<file path="src/rtl/acc_req_arbiter_pkg.sv">
// rtl/acc_req_arbiter_pkg.sv - shared widths and helpers for the accelerator request arbiter
package acc_req_arbiter_pkg;

   localparam int unsigned NumArgs = 3;

   // Index width that stays at least one bit wide for single-entry ranges.
   function automatic int unsigned idx_width(input int unsigned n);
      return (n > 32'd1) ? $clog2(n) : 32'd1;
   endfunction

endpackage

</file>
<file path="src/rtl/acc_req_arbiter_rr_pick.sv">
// rtl/acc_req_arbiter_rr_pick.sv - round-robin pick from an eligibility mask, with grant lock
// The lock pins the current grant while the downstream side stalls, so the payload stays stable.
module acc_req_arbiter_rr_pick
   import acc_req_arbiter_pkg::*;
#(
   parameter int unsigned  NumReq   = 4,
   localparam int unsigned IdxWidth = idx_width(NumReq)
) (
   input  logic                clk_i,
   input  logic                rst_ni,
   input  logic [NumReq-1:0]   elig_i,
   input  logic                ready_i,
   output logic                gnt_valid_o,
   output logic [IdxWidth-1:0] gnt_idx_o,
   output logic [NumReq-1:0]   gnt_oh_o
);

   logic [IdxWidth-1:0] ptr_q, ptr_d;
   logic [IdxWidth-1:0] lock_idx_q, lock_idx_d;
   logic                lock_q, lock_d;
   logic [IdxWidth-1:0] pick_idx;
   logic                pick_found;
   int                  j;

   // Walk downwards so the candidate closest to the pointer is the last one written.
   always_comb begin
      pick_found = 1'b0;
      pick_idx   = '0;
      j          = 0;
      for (int k = NumReq - 1; k >= 0; k--) begin
         j = (int'(ptr_q) + k) % int'(NumReq);
         if (elig_i[IdxWidth'(j)]) begin
            pick_found = 1'b1;
            pick_idx   = IdxWidth'(j);
         end
      end
   end

   assign gnt_valid_o = lock_q || pick_found;
   assign gnt_idx_o   = lock_q ? lock_idx_q : pick_idx;

   always_comb begin
      gnt_oh_o = '0;
      for (int i = 0; i < NumReq; i++) begin
         gnt_oh_o[i] = gnt_valid_o && (gnt_idx_o == IdxWidth'(i));
      end
   end

   always_comb begin
      lock_d     = lock_q;
      lock_idx_d = lock_idx_q;
      ptr_d      = ptr_q;
      if (gnt_valid_o && !ready_i) begin
         lock_d     = 1'b1;
         lock_idx_d = gnt_idx_o;
      end else if (gnt_valid_o) begin
         lock_d = 1'b0;
         ptr_d  = (gnt_idx_o == IdxWidth'(NumReq - 1)) ? '0 : gnt_idx_o + IdxWidth'(1);
      end
   end

   always_ff @(posedge clk_i or negedge rst_ni) begin
      if (!rst_ni) begin
         ptr_q      <= '0;
         lock_q     <= 1'b0;
         lock_idx_q <= '0;
      end else begin
         ptr_q      <= ptr_d;
         lock_q     <= lock_d;
         lock_idx_q <= lock_idx_d;
      end
   end

endmodule

</file>
<file path="src/rtl/acc_req_arbiter.sv">
// rtl/acc_req_arbiter.sv - shares one accelerator channel among NumReq requesters, tags ids, demuxes responses
// Define ACC_ARB_REQ_CUT_EN to place a full-throughput spill register on the downstream request path.
module acc_req_arbiter
   import acc_req_arbiter_pkg::*;
#(
   parameter int unsigned  NumReq         = 4,
   parameter int unsigned  DataWidth      = 32,
   parameter int unsigned  AddrWidth      = 3,
   parameter int unsigned  IdWidth        = 1,
   parameter int unsigned  MaxOutstanding = 4,
   localparam int unsigned IdxWidth       = idx_width(NumReq),
   localparam int unsigned ReqWidth       = AddrWidth + (NumArgs + 1) * DataWidth + IdWidth,
   localparam int unsigned RspWidth       = DataWidth + 1 + IdWidth
) (
   input  logic                          clk_i,
   input  logic                          rst_ni,
   input  logic [NumReq*ReqWidth-1:0]    slv_req_i,
   input  logic [NumReq-1:0]             slv_req_valid_i,
   output logic [NumReq-1:0]             slv_req_ready_o,
   output logic [NumReq*RspWidth-1:0]    slv_rsp_o,
   output logic [NumReq-1:0]             slv_rsp_valid_o,
   input  logic [NumReq-1:0]             slv_rsp_ready_i,
   output logic [ReqWidth+IdxWidth-1:0]  mst_req_o,
   output logic                          mst_req_valid_o,
   input  logic                          mst_req_ready_i,
   input  logic [RspWidth+IdxWidth-1:0]  mst_rsp_i,
   input  logic                          mst_rsp_valid_i,
   output logic                          mst_rsp_ready_o
);

   localparam int unsigned MstIdWidth = IdWidth + IdxWidth;
   localparam int unsigned CntWidth   = idx_width(MaxOutstanding + 1);

   typedef struct packed {
      logic [AddrWidth-1:0]              addr;
      logic [DataWidth-1:0]              instr_data;
      logic [NumArgs-1:0][DataWidth-1:0] data_arg;
      logic [IdWidth-1:0]                id;
   } req_t;

   typedef struct packed {
      logic [AddrWidth-1:0]              addr;
      logic [DataWidth-1:0]              instr_data;
      logic [NumArgs-1:0][DataWidth-1:0] data_arg;
      logic [MstIdWidth-1:0]             id;
   } mst_req_t;

   typedef struct packed {
      logic [DataWidth-1:0] data;
      logic                 error;
      logic [IdWidth-1:0]   id;
   } rsp_t;

   typedef struct packed {
      logic [DataWidth-1:0]  data;
      logic                  error;
      logic [MstIdWidth-1:0] id;
   } mst_rsp_t;

   req_t     [NumReq-1:0] slv_req;
   mst_rsp_t              mst_rsp;
   rsp_t                  rsp_out;
   req_t                  gnt_req;
   mst_req_t              arb_req;

   logic [CntWidth-1:0] cnt_q [NumReq];
   logic [CntWidth-1:0] cnt_d [NumReq];
   logic [NumReq-1:0]   elig, gnt_oh, rsp_oh;
   logic [IdxWidth-1:0] gnt_idx, rsp_sel;
   logic                gnt_valid, arb_valid, arb_ready, req_hs;
   logic                rsp_known, rsp_cnt_nz, rsp_sel_ready, rsp_ok, rsp_deliver, rsp_hs;

   assign slv_req = slv_req_i;
   assign mst_rsp = mst_rsp_i;

   // A requester at its in-flight limit is masked; a retire in the same cycle does not unmask it.
   always_comb begin
      elig = '0;
      for (int i = 0; i < NumReq; i++) begin
         elig[i] = slv_req_valid_i[i] && (cnt_q[i] < CntWidth'(MaxOutstanding));
      end
   end

   acc_req_arbiter_rr_pick #(
      .NumReq (NumReq)
   ) i_rr_pick (
      .clk_i       (clk_i),
      .rst_ni      (rst_ni),
      .elig_i      (elig),
      .ready_i     (arb_ready),
      .gnt_valid_o (gnt_valid),
      .gnt_idx_o   (gnt_idx),
      .gnt_oh_o    (gnt_oh)
   );

   always_comb begin
      gnt_req = '0;
      for (int i = 0; i < NumReq; i++) begin
         if (gnt_oh[i]) gnt_req = slv_req[i];
      end
   end

   always_comb begin
      arb_req            = '0;
      arb_req.addr       = gnt_req.addr;
      arb_req.instr_data = gnt_req.instr_data;
      arb_req.data_arg   = gnt_req.data_arg;
      arb_req.id         = {gnt_idx, gnt_req.id};
   end

   assign arb_valid       = rst_ni && gnt_valid;
   assign req_hs          = arb_valid && arb_ready;
   assign slv_req_ready_o = (rst_ni && arb_ready) ? gnt_oh : '0;

`ifdef ACC_ARB_REQ_CUT_EN
   mst_req_t a_data_q, b_data_q;
   logic     a_full_q, b_full_q;
   logic     a_fill, a_drain, b_fill, b_drain;

   // Slot a takes new requests; slot b catches a's entry only when downstream stalls.
   assign arb_ready = !a_full_q || !b_full_q;
   assign a_fill    = arb_valid && arb_ready;
   assign a_drain   = a_full_q && !b_full_q;
   assign b_fill    = a_drain && !mst_req_ready_i;
   assign b_drain   = b_full_q && mst_req_ready_i;

   always_ff @(posedge clk_i or negedge rst_ni) begin
      if (!rst_ni) begin
         a_data_q <= '0;
         b_data_q <= '0;
         a_full_q <= 1'b0;
         b_full_q <= 1'b0;
      end else begin
         if (a_fill) a_data_q <= arb_req;
         if (b_fill) b_data_q <= a_data_q;
         a_full_q <= a_fill || (a_full_q && !a_drain);
         b_full_q <= b_fill || (b_full_q && !b_drain);
      end
   end

   assign mst_req_valid_o = rst_ni && (a_full_q || b_full_q);
   assign mst_req_o       = mst_req_valid_o ? (b_full_q ? b_data_q : a_data_q) : '0;
`else
   assign arb_ready       = mst_req_ready_i;
   assign mst_req_valid_o = arb_valid;
   assign mst_req_o       = arb_valid ? arb_req : '0;
`endif

   assign rsp_sel = mst_rsp.id[MstIdWidth-1:IdWidth];

   always_comb begin
      rsp_known     = 1'b0;
      rsp_cnt_nz    = 1'b0;
      rsp_sel_ready = 1'b0;
      rsp_oh        = '0;
      for (int i = 0; i < NumReq; i++) begin
         if (rsp_sel == IdxWidth'(i)) begin
            rsp_known     = 1'b1;
            rsp_oh[i]     = 1'b1;
            rsp_cnt_nz    = (cnt_q[i] != '0);
            rsp_sel_ready = slv_rsp_ready_i[i];
         end
      end
   end

   // Responses for unknown or idle requesters are swallowed rather than allowed to stall the channel.
   assign rsp_ok          = rsp_known && rsp_cnt_nz;
   assign mst_rsp_ready_o = rst_ni && (!rsp_ok || rsp_sel_ready);
   assign rsp_deliver     = rst_ni && mst_rsp_valid_i && rsp_ok;
   assign rsp_hs          = rsp_deliver && rsp_sel_ready;
   assign slv_rsp_valid_o = rsp_deliver ? rsp_oh : '0;

   always_comb begin
      rsp_out       = '0;
      rsp_out.data  = mst_rsp.data;
      rsp_out.error = mst_rsp.error;
      rsp_out.id    = mst_rsp.id[IdWidth-1:0];
   end

   always_comb begin
      slv_rsp_o = '0;
      for (int i = 0; i < NumReq; i++) begin
         if (slv_rsp_valid_o[i]) slv_rsp_o[i*RspWidth +: RspWidth] = rsp_out;
      end
   end

   always_comb begin
      for (int i = 0; i < NumReq; i++) begin
         cnt_d[i] = cnt_q[i];
         if (req_hs && gnt_oh[i] && !(rsp_hs && rsp_oh[i])) begin
            cnt_d[i] = cnt_q[i] + CntWidth'(1);
         end else if (rsp_hs && rsp_oh[i] && !(req_hs && gnt_oh[i])) begin
            cnt_d[i] = cnt_q[i] - CntWidth'(1);
         end
      end
   end

   always_ff @(posedge clk_i or negedge rst_ni) begin
      if (!rst_ni) begin
         for (int i = 0; i < NumReq; i++) cnt_q[i] <= '0;
      end else begin
         for (int i = 0; i < NumReq; i++) cnt_q[i] <= cnt_d[i];
      end
   end

   rsp_id_known_a : assert property (@(posedge clk_i) disable iff (!rst_ni)
      mst_rsp_valid_i |-> rsp_ok);

endmodule

</file>
<file path="config.mk">
export PLATFORM = sky130hd
export DESIGN_NAME = acc_req_arbiter
export DESIGN_NICKNAME = d
export VERILOG_FILES = /design/src/rtl/acc_req_arbiter_pkg.sv /design/src/rtl/acc_req_arbiter_rr_pick.sv /design/src/rtl/acc_req_arbiter.sv
export SDC_FILE = /design/constraint.sdc
export NUM_CORES = 1
export LEC_CHECK = 0
export ABC_CLOCK_PERIOD_IN_PS = 4300
export CAP_MARGIN = 20
export CORE_AREA = 4 4 335 337
export CTS_BUF_LIST = sky130_fd_sc_hd__clkbuf_4
export DETAILED_ROUTE_END_ITERATION = 10
export DIE_AREA = 0 0 339 341
export DONT_BUFFER_PORTS = 1
export REMOVE_ABC_BUFFERS = 1
export SYNTH_ARGS = -nofsm -noshare
export SYNTH_HDL_FRONTEND = slang
export SYNTH_HIERARCHICAL = 1
export SYNTH_SLANG_ARGS = --single-unit
</file>
<file path="constraint.sdc">
create_clock -name clk_i -period 4.3 [get_ports clk_i]
set_input_delay 0.86 -clock clk_i [delete_from_list [all_inputs] [get_ports clk_i]]
set_output_delay 0.86 -clock clk_i [all_outputs]
set_load 0.005 [all_outputs]
</file>
-- Word-level counts from Yosys, hierarchy flattened
Cells that the tools add are included.
- flip-flop bits (word level): 17
- input port bits: 576
- output and inout port bits: 280
- word-level logic and storage cells: 149
- add/subtract/negate cells: 12
- magnitude comparators: 8
- eq/ne operators: 6
- muxes and demuxes: 58
- bitwise operators: 1
- reductions and logical operators: 57
- operators by type and width (cell ; number):
    132-bit two-way mux ; 4
    34-bit two-way mux ; 4
    134-bit two-way mux ; 1
    1-bit logical AND ; 33
    1-bit two-way mux ; 29
    3-bit two-way mux ; 8
    2-bit by 4-bit less-than comparator with 1-bit output (second input constant) ; 4
    3-bit by 1-bit adder with 3-bit output (second input constant) ; 4
    3-bit less-than comparator (second input constant) ; 4
    2-bit two-way mux ; 6
    3-bit nonzero test ; 4
    3-bit by 1-bit subtractor with 3-bit output (second input constant) ; 4
    1-bit zero test ; 10
    2-bit nonzero test ; 5
    1-bit binary-select mux with 2-bit select ; 4
    2-bit == test (second input constant) ; 4
    4-bit two-way mux ; 2
    2-bit by 1-bit adder with 2-bit output (second input constant) ; 2
    2-bit adder (second input constant) ; 2
    2-bit by 1-bit == test with 1-bit output (second input constant) ; 2
    2-bit zero test ; 2
    1-bit logical OR ; 2
    2-bit AND reduction ; 1
    1-bit NOT ; 1

-- Logic depth before layout (Yosys ltp)
- depth in word-level cells: 17
- gate-level depth with buffers: 16
- gate-level depth less buffers: 13

-- Hierarchy
The synthesis kept the hierarchy.
- modules (own cells, without submodules) (module ; instances ; cells an instance ; area an instance (µm²) ; sequential area each (µm²)):
    acc_req_arbiter ; 1 ; 1039 ; 6451.2 ; 300.3
    acc_req_arbiter_rr_pick ; 1 ; 45 ; 381.6 ; 125.1

-- Worst setup path after synthesis
OpenSTA, ideal clock, no wires.
- path kind: in2out
- start point: input slv_req_valid_i[2]
- end point: output mst_req_o[100]
- data arrival time: 3.103 ns
- data required time: 3.440 ns
- path slack: 0.337 ns
- stages: 13
- path through: nor2b_1 -> and3b_2 -> a211oi_1 -> o221ai_1 -> and2_1 -> buf_2 -> nor2_1 -> nor2b_1 -> clkbuf_1 -> buf_2 -> buf_2 -> a221oi_1 -> o31ai_1
- longest elaborated chain between the ends: 16
- elaborated cells between the ends (all ways): 37
- RTL lines (what ; line ; source):
    start, declared ; acc_req_arbiter.sv:18 ; input logic [NumReq-1:0] slv_req_valid_i,
    1-bit logical AND * ; acc_req_arbiter.sv:80 ; elig[i] = slv_req_valid_i[i] && (cnt_q[i] < CntWidth'(MaxOutstanding));
    1-bit binary-select mux with 2-bit select ; acc_req_arbiter_rr_pick.sv:32 ; if (elig_i[IdxWidth'(j)]) begin
    1-bit two-way mux (not written as such) (2 in series) ; acc_req_arbiter_rr_pick.sv:32 ;
    2-bit two-way mux (3 in series) ; acc_req_arbiter_rr_pick.sv:32 ;
    2-bit two-way mux * ; acc_req_arbiter_rr_pick.sv:32 ;
    2-bit two-way mux * ; acc_req_arbiter_rr_pick.sv:40 ; assign gnt_idx_o = lock_q ? lock_idx_q : pick_idx;
    named net gnt_idx[0] ; acc_req_arbiter.sv:69 ; logic [IdxWidth-1:0] gnt_idx, rsp_sel;
    2-bit zero test * ; acc_req_arbiter_rr_pick.sv:45 ; gnt_oh_o[i] = gnt_valid_o && (gnt_idx_o == IdxWidth'(i));
    1-bit logical AND * ; acc_req_arbiter_rr_pick.sv:45 ;
    named net gnt_oh[0] ; acc_req_arbiter.sv:68 ; logic [NumReq-1:0] elig, gnt_oh, rsp_oh;
    132-bit two-way mux * (4 in series) ; acc_req_arbiter.sv:99 ; if (gnt_oh[i]) gnt_req = slv_req[i];
    134-bit two-way mux * ; acc_req_arbiter.sv:146 ; assign mst_req_o = arb_valid ? arb_req : '0;
    end, declared ; acc_req_arbiter.sv:23 ; output logic [ReqWidth+IdxWidth-1:0] mst_req_o,
Mark *: on every way through the listed nets, which the timed path passes. The rest lies on a longest branch. The select of a mux whose other input is x is not followed.

-- Worst setup path after layout
- start point: input slv_req_valid_i[0]
- end point: output mst_req_o[72]
- elaborated cells between the ends (all ways): 37
- RTL lines (what ; line):
    1-bit logical AND * ; acc_req_arbiter.sv:80
    1-bit binary-select mux with 2-bit select ; acc_req_arbiter_rr_pick.sv:32
    1-bit two-way mux (not written as such) (2 in series) ; acc_req_arbiter_rr_pick.sv:32
    2-bit two-way mux (4 in series) ; acc_req_arbiter_rr_pick.sv:32
    2-bit two-way mux ; acc_req_arbiter_rr_pick.sv:40
    2-bit by 1-bit == test with 1-bit output ; acc_req_arbiter_rr_pick.sv:45
    1-bit logical AND * ; acc_req_arbiter_rr_pick.sv:45
    named net gnt_oh[1] ; acc_req_arbiter.sv:68
    132-bit two-way mux * (3 in series) ; acc_req_arbiter.sv:99
    134-bit two-way mux * ; acc_req_arbiter.sv:146
Marks and branches as above.

==> impl_metrics.yaml <==
clock_tree:
  cts_tree: "yes"
  cts_root_buf: "clkbuf_4"
  clk_pin_slew_worst_paths_ns: 0.12
  cts_hold_buf: 0
  numCtsBuffers: 3
  htree_levels: 1
  cts_num_sinks: 17
  cts_buffer_depth: 2
  clock_latency_ns: 0.30
floorplan:
  core_area_sq_um: 109000
  ios: 856
  initial_utilization_pct: 6.28
  num_rows: 121
  die-area_sq_um: 116000
  die_w_um: 339
  die_height_um: 341
timing:
  fmax_mhz: 237
  skew_ns: 0.00722
  setup_viol: 0
  slew_headroom_pct: 39.5
  min_period_over_period_pct: 98.1
  whs_ns: 0.242
  worst_pin_slew_ns: 0.907
  hold_viol_final: 0
  slew_violations: 0
  fin_crit_ns: 4.22
  rsz0062_at_grt: "true"
detailed_routing:
  drtAntennaViolNets: 0
  num_vias: 9605
  drt-total-wl_um: 61500
  avgRoutedWirePerCell_um: 24.8
  drt_first_pass_iters: 7
  drtIter0Drc: 944
  drc: 0
  viasPerCell: 3.88
placed_design:
  placed_cell_area_sq_um: 8850
  place_congestion: 0.957
  port_buffers: 0
  dp_hpwl_um: 52900
worst_setup_path:
  cp_max_fo: 40
  cp.arrival_ns: 3.36
  worstSetupPathType: "input port to output pin"
  cpPeakStageDelay_ns: 0.69
  startpoint_type: "input port"
  critPathCaptureType: "output pin"
  critPathRequiredTime_ns: 3.44
  timing.critical_path.mode_cell: "buf_4"
  slowest_stage: "a221oi_1"
  crit_chain: "nor2b_1, buf_4, nor3b_1, a211oi_1, o221ai_1, buf_4, and3_4, nor2b_4, buf_4, buf_12, a221oi_1, o31ai_1"
layout:
  nets: 1623
  drive_above_1_share_pct: 13.3
  syn_to_final_growth_pct: 33.3
  final_cell_mix: "nand2_1 (145), nor3_1 (140), nor2b_1 (134), nand3_1 (132), a221oi_1 (130)"
  stdcell_area_sq_um: 9110
  final_common_cell: "nand2_1"
yosys:
  synth-seq-area-share_pct: 6.23
  yosysTopAreaCell: "a221oi_1"
  ys_types: 46
  ys.flop_type: "dfrtp_1"
  synthTopCellsByArea: "a221oi_1 (17%), o31ai_1 (14%), nor2b_1 (13%)"
  avgSynthCellArea_sq_um: 6.30
  synth_top_area_share_pct: 16.8
  syn_inst: 1084
  synth_seq_cells: 17
  synth_edf_count: 0
  yosys_warnings: 6
  synth_area_sq_um: 6830
  async_reset_ff_share_pct: 100
global_routing:
  grt_pass1_wl_um: 77100
  grt_usage_pct: 9.48
  grt_pass1_vias: 8647
  grt-ovfl-total: 0
  grt_max_degree: 92
  antenna_found_initial: 43
power:
  power_density_nw_per_um2: 620
  peakVddDrop_v: 0.000386
  leakage_nw: 2.36
hold_path:
  hold_path_class: "input port to async pin"
outcome:
  outcome: "finished clean"
job:
  drv_cap: 0
worst max-delay path: cells and delay by family:
family                 cells  cell delay (ns)
buffers and inverters      4             0.61
and+or+nand+nor            4             0.62
AOI/OAI and AO/OA          4             1.21
registers in the layout, indices dropped and copies added (netlist names):
name and cells:
i_rr_pick/lock_q 1, cnt_q 12, i_rr_pick/ptr_q 2, i_rr_pick/lock_idx_q 2
area by class of cell:
type	instances	area, sq um
clock buffer	3	22.5
multi-input combinational	906	5740
sequential	17	425
tap	1414	1770
fill	12731	99700
inverter	7	26.3
antenna	25	62.6
timing repair buffer	104	1050
clock inverter	1	7.51
worst paths after layout:
check                                        start                 end  slack [ns]  cells past startpoint
min in group clk_i                       cnt_q[11]           cnt_q[11]        0.51                      1
worst max register to register            cnt_q[5]            cnt_q[5]        0.99                     15
worst max-delay path            slv_req_valid_i[0]       mst_req_o[72]        0.08                     12
max in group asynchronous                   rst_ni  i_rr_pick/ptr_q[1]        3.95                      0
worst min-delay path                        rst_ni            cnt_q[6]        0.24                      0
worst min register to register           cnt_q[11]           cnt_q[11]        0.51                      1
layer usage:
layer	vias to the layer above	wire length (um)	track usage [%]
met5	-	161	0
met4	12	2050	2.65
met3	134	7480	4.38
met2	870	28200	15.5
met1	4529	23600	11.1
li1	4060	-	-
logic make-up after synthesis:
logic type / count (synthesis) / synth area share, %
simple gates: 602 / 45.1
compound gates: 276 / 32.6
buf+inv: 161 / 11.1
flops: 17 / 6.23
xor+xnor: 12 / 1.54
mux: 8 / 1.57
fa+ha+maj: 8 / 1.90
per-stage QoR:
stage / total power, W / TNS, ns / cells / worst slack (ns) / utilization, %
global route: 0.00612 / -0.0226 / 2462 / -0.0134 / 8.33
global placement: 0.00517 / -0.527 / 2441 / -0.304 / 8.13
detailed placement: 0.00527 / -0.689 / 2441 / -0.247 / 8.13
CTS: 0.00540 / 0 / 2445 / 0.0143 / 8.18
floorplan: 0.00322 / -813.69 / 930 / -5.87 / -
finish: 0.00565 / 0 / 2477 / 0.0807 / 8.37
Yosys cell counts, drive strengths merged (5+ instances only):
| cell type | instances |
|---|---|
| o21ai | 5 |
| clkbuf | 109 |
| nor2b | 140 |
| nor3 | 140 |
| inv | 7 |
| nand2b | 5 |
| nand3 | 132 |
| xor2 | 8 |
| and3 | 12 |
| nand2 | 145 |
| mux2 | 6 |
| buf | 45 |
| dfrtp | 17 |
| a221oi | 131 |
| o31ai | 131 |
| nor2 | 8 |
where the power goes:
group	total (W)	switching, W	internal (W)	leakage (nW)
Combinational	0.00522	0.00309	0.00214	2.14
Sequential	0.000326	0.0000873	0.000239	0.203
Clock	0.0000943	0.0000590	0.0000353	0.0141
what timing repair did:
action                     4_1_cts  5_1_grt
setup endpoints to repair        7       58
pin swaps                        2        9
cloned                           0        4
buffers inserted                 0        3
resized for setup                4        6
(Power assumes the default switching activity.)
